**src/rtl/serial_sub_pkg.sv**
```systemverilog
// Shared types for the bit-serial subtractor: FSM state encoding and counter sizing.
package serial_sub_pkg;

    typedef enum logic [1:0] {
        IDLE = 2'd0,
        RUN  = 2'd1,
        DONE = 2'd2
    } state_t;

    // Bit counter only needs to reach width-1; keep at least one bit for width 2.
    function automatic int cnt_w(input int width);
        return (width <= 2) ? 1 : $clog2(width);
    endfunction

endpackage

```
**src/rtl/full_subtractor.sv**
```systemverilog
// One-bit full-subtractor cell: d = x - y - bin, with borrow-out.
module full_subtractor (
    input  logic x,
    input  logic y,
    input  logic bin,
    output logic d,
    output logic bout
);

    assign d    = x ^ y ^ bin;
    assign bout = (~x & y) | (~(x ^ y) & bin);

endmodule

```
**src/rtl/serial_subtractor.sv**
```systemverilog
// Bit-serial a - b, LSB first, through one full-subtractor cell, with valid/ready on both sides.
module serial_subtractor
    import serial_sub_pkg::*;
#(
    parameter int WIDTH = 8
) (
    input  logic             clk,
    input  logic             rst,
    input  logic             in_valid,
    output logic             in_ready,
    input  logic [WIDTH-1:0] a,
    input  logic [WIDTH-1:0] b,
    output logic             out_valid,
    input  logic             out_ready,
    output logic [WIDTH-1:0] diff,
    output logic             borrow,
    output logic             overflow
);

    localparam int            CW   = cnt_w(WIDTH);
    localparam logic [CW-1:0] LAST = CW'(WIDTH - 1);

    state_t           state;
    logic [WIDTH-1:0] a_sh;
    logic [WIDTH-1:0] b_sh;
    logic             bin_q;
    logic [CW-1:0]    count;
    logic             d_bit;
    logic             bout_bit;

    full_subtractor u_cell (
        .x    (a_sh[0]),
        .y    (b_sh[0]),
        .bin  (bin_q),
        .d    (d_bit),
        .bout (bout_bit)
    );

    // Handshake flags are registered alongside the state so no input reaches an output combinationally.
    always_ff @(posedge clk) begin
        if (rst) begin
            state     <= IDLE;
            in_ready  <= 1'b1;
            out_valid <= 1'b0;
            diff      <= '0;
            borrow    <= 1'b0;
            overflow  <= 1'b0;
            a_sh      <= '0;
            b_sh      <= '0;
            bin_q     <= 1'b0;
            count     <= '0;
        end else begin
            case (state)
                IDLE: begin
                    if (in_valid) begin
                        a_sh     <= a;
                        b_sh     <= b;
                        bin_q    <= 1'b0;
                        count    <= '0;
                        in_ready <= 1'b0;
                        state    <= RUN;
                    end
                end
                RUN: begin
                    diff  <= {d_bit, diff[WIDTH-1:1]};
                    a_sh  <= {1'b0, a_sh[WIDTH-1:1]};
                    b_sh  <= {1'b0, b_sh[WIDTH-1:1]};
                    bin_q <= bout_bit;
                    count <= count + 1'b1;
                    // On the last bit the cell inputs are the operand MSBs and d_bit is the result MSB.
                    if (count == LAST) begin
                        borrow    <= bout_bit;
                        overflow  <= (a_sh[0] != b_sh[0]) && (d_bit != a_sh[0]);
                        out_valid <= 1'b1;
                        state     <= DONE;
                    end
                end
                DONE: begin
                    if (out_ready) begin
                        out_valid <= 1'b0;
                        in_ready  <= 1'b1;
                        state     <= IDLE;
                    end
                end
                default: begin
                    out_valid <= 1'b0;
                    in_ready  <= 1'b1;
                    state     <= IDLE;
                end
            endcase
        end
    end

endmodule

```
**config.mk**
```make
export PLATFORM = sky130hd
export DESIGN_NAME = serial_subtractor
export DESIGN_NICKNAME = d
export VERILOG_FILES = /design/src/rtl/serial_sub_pkg.sv /design/src/rtl/full_subtractor.sv /design/src/rtl/serial_subtractor.sv
export SDC_FILE = /design/constraint.sdc
export NUM_CORES = 1
export LEC_CHECK = 0
export ABC_AREA = 1
export CELL_PAD_IN_SITES_DETAIL_PLACEMENT = 1
export CELL_PAD_IN_SITES_GLOBAL_PLACEMENT = 2
export CORE_MARGIN = 4
export CORE_UTILIZATION = 28
export CTS_CLUSTER_DIAMETER = 200
export DETAILED_ROUTE_END_ITERATION = 8
export GPL_TIMING_DRIVEN = 0
export PLACE_DENSITY_LB_ADDON = 0.1
export REMOVE_ABC_BUFFERS = 1
export SYNTH_ARGS = -nofsm -noshare
export SYNTH_HDL_FRONTEND = slang
export SYNTH_SLANG_ARGS = --single-unit
```
**constraint.sdc**
```tcl
create_clock -name clk -period 1.55 [get_ports clk]
set_clock_uncertainty 0.05 [all_clocks]
set_input_delay 0.31 -clock clk [delete_from_list [all_inputs] [get_ports clk]]
set_output_delay 0.31 -clock clk [all_outputs]
set_load 0.01 [all_outputs]
```
[After elaboration in Yosys (flattened, before gate mapping)]
Index checks and enable logic that the tools add are counted.
Cells by class
  equality and inequality tests: 8
  $add $sub $neg: 1
  reduce and logical (&&, ||, !) cells: 8
  multiplexer cells: 17
  bitwise gates (word level): 9
Operators with widths (count)
  $pmux 8 s2: 2
  $mux 8: 2
  $reduce_and 3->1: 3
  $mux 2: 3
  $ne 2x2->1 const B: 3
  $pmux 1 s3: 2
  $pmux 2 s3: 1
  $pmux 3 s2: 1
  $mux 1: 4
  $not 1->1: 4
  $reduce_and 2->1: 2
  $add 3x1->3 const B: 1
  $eq 3x3->1 const B: 1
  $mux 3: 1
  $and 1x1->1: 2
  $eq 2x1->1 const B: 1
  $eq 2x2->1 const B: 1
  $logic_not 2->1: 1
  $ne 1x1->1: 2
  $pmux 1 s2: 1
  $reduce_bool 2->1: 1
  $xor 1x1->1: 2
  $logic_and 1x1->1: 1
  $or 1x1->1: 1
Word-level totals
  logic and storage cells: 53
  input bits: 20
  bits in registers: 34
  output and inout bits: 12

[Depth between registers and ports, before layout]
  depth in word-level cells: 5
  mapped depth: 7
  depth with buffers taken out: 7

[By module]
Synthesis repeated with hierarchy kept, for this count alone.
Unflattened totals
  cells, all modules: 245
  area total of the unflattened synthesis: 1620.3 um^2
Modules (own cells, without submodules)
  serial_subtractor: instances 1, sequential area each 680.7 um^2, cells an instance 241, area each 1589.0 um^2
  full_subtractor: instances 1, sequential area each 0.0 um^2, cells an instance 4, area each 31.3 um^2

[Least setup slack after synthesis]
Ideal clock, no wire load.
  kind: flip-flop to flip-flop
  start: reg a_sh[0]
  end: reg overflow
  path buffers: 0
  library setup time: 0.109 ns
  required time: 1.391 ns
  stages on the path, launching flop included: 7
  arrival: 1.212 ns
  path slack: 0.179 ns
  clock period less this slack: 1.371 ns
  path through: dfxtp_1 > inv_1 > fa_1 > xor2_1 > o21ai_0 > nand2_1 > inv_1
On the way
  longest elaborated chain between the ends: 4
  elaborated cells on any way between the ends: 5
  those cells by class: 2 x eq/ne; 2 x bitwise; 1 x reduce/logical
Ends and longest elaborated chain
  start, declared: RTL line serial_subtractor.sv:24  | logic [WIDTH-1:0] a_sh;
  start signal, assigned: RTL line serial_subtractor.sv:66  | a_sh <= {1'b0, a_sh[WIDTH-1:1]};
  $xor 1x1->1 (2 in series): RTL line full_subtractor.sv:10  | assign d = x ^ y ^ bin;
  $ne 1x1->1: RTL line serial_subtractor.sv:73  | overflow <= (a_sh[0] != b_sh[0]) && (d_bit != a_sh[0]);
  $logic_and 1x1->1 *: RTL line serial_subtractor.sv:73
  end signal, assigned: RTL line serial_subtractor.sv:73
  end, declared: RTL line serial_subtractor.sv:17  | output logic overflow
Mark *: on every way between the ends. The rest lies on a longest branch, timed or not.
A chain may end at the register's enable or synchronous reset.

[Worst setup path after layout]
Ends and elaborated chain as after synthesis.

==> impl_metrics.yaml <==
timing:
  slew_headroom: 0.712
  tightest_slew_ns: 0.430
  setup_tns_ns: 0
  slew_violations: 0
  period_share: 0.926
  rsz0062_at_grt: "no"
  hold_slack_ns: 0.409
  max_freq_ghz: 0.697
  fin_crit_ns: 1.43
  finalSetupViolations: 0
  finalHoldViolCount: 0
place:
  placed_cell_area_sq_mm: 0.00171
  portBuffers: 31
  place_congestion: 0.761
  dpl.hpwl_um: 2370
  place_inst: 256
synthesis:
  yosys.area.top_type: "dfxtp_1"
  syn-mean-instance-area_sq_um: 8.20
  syn_inst: 167
  mappedNetlistArea_sq_mm: 0.00137
  synth_top_area_share: 0.497
  yosys-top-cells-area: "dfxtp_1 50%, a21oi_1 9.1%, o22ai_1 6.4%"
  yosys_warnings: 0
  ys_seq_area_frac: 0.497
  synth_cell_type_count: 23
  yosys_register_bits: 34
finish:
  most-common-layout-cells: "32 x dfxtp_1, 25 x a21oi_1, 21 x nand2_1"
  multi_input_area_sq_um: 628
  fin_cells: 266
  regArea_sq_um: 683
  final_nets: 222
  num_antenna_cells: 0
  fillers: 561
  final_common_cell: "dfxtp_1"
  drive_gt1_frac: 0.106
  syn2layout_area_growth_pct: 37.9
  final_area_sq_mm: 0.00189
detailed_routing:
  avgViaCountPerCell: 4.76
  wirelength_um: 3510
  antenna_left: 0
  via_count: 1266
  drc: 0
  initialDrtViolationCount: 53
  firstDrtPassIters: 4
  wire_per_inst_um: 13.2
clock_network:
  htreeDepth: 2
  clkTransAtPathRegs_ns: 0.07
  clockRootBuffer: "clkbuf_8"
  insertion_delay_ns: 0.29
  cts_tree: "done"
  cts_buffers: 5
  hold_buffers: 0
  clockBufferDepth: 2
  clock_sinks: 34
pwr:
  vdd_drop_max_mv: 0.521
  internal-power_w: 0.00154
  swShare: 0.253
  p_leak_nw: 0.855
  p_comb_frac: 0.156
  power-per-cell-area_mw_per_mm2: 1100
  netSwitchingPower_w: 0.000524
  clkPwrFrac: 0.368
  pwr-share-seq: 0.476
critical_path:
  critPathLaunchType: "flop"
  crit_arrival_ns: 1.57
  crit_path_end_kind: "flop"
  critical_path_class: "reg -> reg"
  crit_fanout: 3
  crit_required_ns: 1.68
floorplanning:
  fp.dieW_um: 77.9
  design.core.area_sq_mm: 0.00472
  ioPinCount: 32
  die_area_sq_mm: 0.00607
  die_y_um: 77.9
  start_util: 0.290
  rows: 25
run_status:
  status: "finished, final reports clean"
global_routing:
  grt_pass1_vias: 1334
  grt_max_degree: 31
  gr-total-overflow: 0
  grtUsageTotal: 0.128
  grt_pass1_wl_um: 6170
  antenna_found_initial: 0
min_path:
  hp-class: "reg -> reg"
run:
  drv_cap: 0
## routing by layer
| layer | track usage | vias to the layer above | routed length [um] | share of wire |
|---|---|---|---|---|
| li1 | - | 637 | - | - |
| met1 | 0.144 | 600 | 1570 | 0.45 |
| met2 | 0.216 | 24 | 1710 | 0.49 |
| met3 | 0.0580 | 5 | 182 | 0.052 |
| met4 | 0.0420 | 0 | 40 | 0.011 |
| met5 | 0 | - | 0 | 0 |
## cell families (layout without fill, tap and decap cells)
family / count (synthesis) / after routing / synth area share
buffers and inverters: 18 / 49 / 0.0640
and+or+nand+nor: 44 / 45 / 0.133
DFF: 34 / 34 / 0.497
xor gates and xnor gates: 1 / 1 / 0.00640
AOI/OAI and AO/OA: 66 / 66 / 0.258
adders and majority gates: 4 / 4 / 0.0421
## final timing paths
kind	from	endpoint	slack, ns	depth (start not counted)
max	a_sh[0]	overflow	0.12	6
min	out_valid	out_valid	0.41	2
max reg2reg	a_sh[0]	overflow	0.12	6
min reg2reg	out_valid	out_valid	0.41	2
## critical path: stages (launching register included)
cell,delay [ns]
dfxtp_2,0.35
inv_1,0.07
fa_1,0.51
xor2_1,0.15
o21ai_1,0.09
nand2_1,0.09
inv_1,0.04
## through the flow
| stage | worst slack, ns | total power (W) | util |
|---|---|---|---|
| global placement | -0.390 | 0.00130 | 0.362 |
| CTS | 0.00633 | 0.00209 | 0.388 |
| global route | 0.0117 | 0.00219 | 0.400 |
| detailed placement | -0.416 | 0.00132 | 0.362 |
| finish | 0.115 | 0.00207 | 0.400 |
| floorplan | 0.179 | 0.00117 | - |
## state kept, by name (all words and copies together) (netlist names)
name,count
a_sh,8
diff,8
in_ready,1
state,2
count,3
bin_q,1
overflow,1
b_sh,8
borrow,1
out_valid,1
## cell usage after synthesis, drive strengths merged
cell type,instances
dfxtp,34
a21oi,25
o21ai,25
nand2,23
nor2,18
o22ai,14
inv,8
buf,6
clkbuf,3
ha,3
nand3,2
a21o,1
clkinv,1
fa,1
nor3,1
o21a,1
xor2,1
## layout make-up
cell class / count / share of cell area
sequential: 34 / 0.362
timing repair buffer: 32 / 0.183
multi-input combinational: 116 / 0.333
inverter: 9 / 0.0199
clock buffer: 8 / 0.0583
tap: 67 / 0.0444
## repair_timing
item                                   4_1_cts  5_1_grt
gates cloned                                 1        0
endpoints found under the hold margin        0        0
resized for setup                            7       14
setup endpoints to repair                   26       36
setup buffers                                0        1
pin swaps                                    1        1
## power by group through the flow
stage	sequential [W]	combinational (W)	clock (W)
floorplan	0.00101	0.000162	0
global placement	0.00100	0.000303	0
detailed placement	0.00100	0.000314	0
CTS	0.000984	0.000318	0.000786
global route	0.000994	0.000364	0.000834
finish	0.000984	0.000322	0.000762
Power figures use the tool's default switching activity.
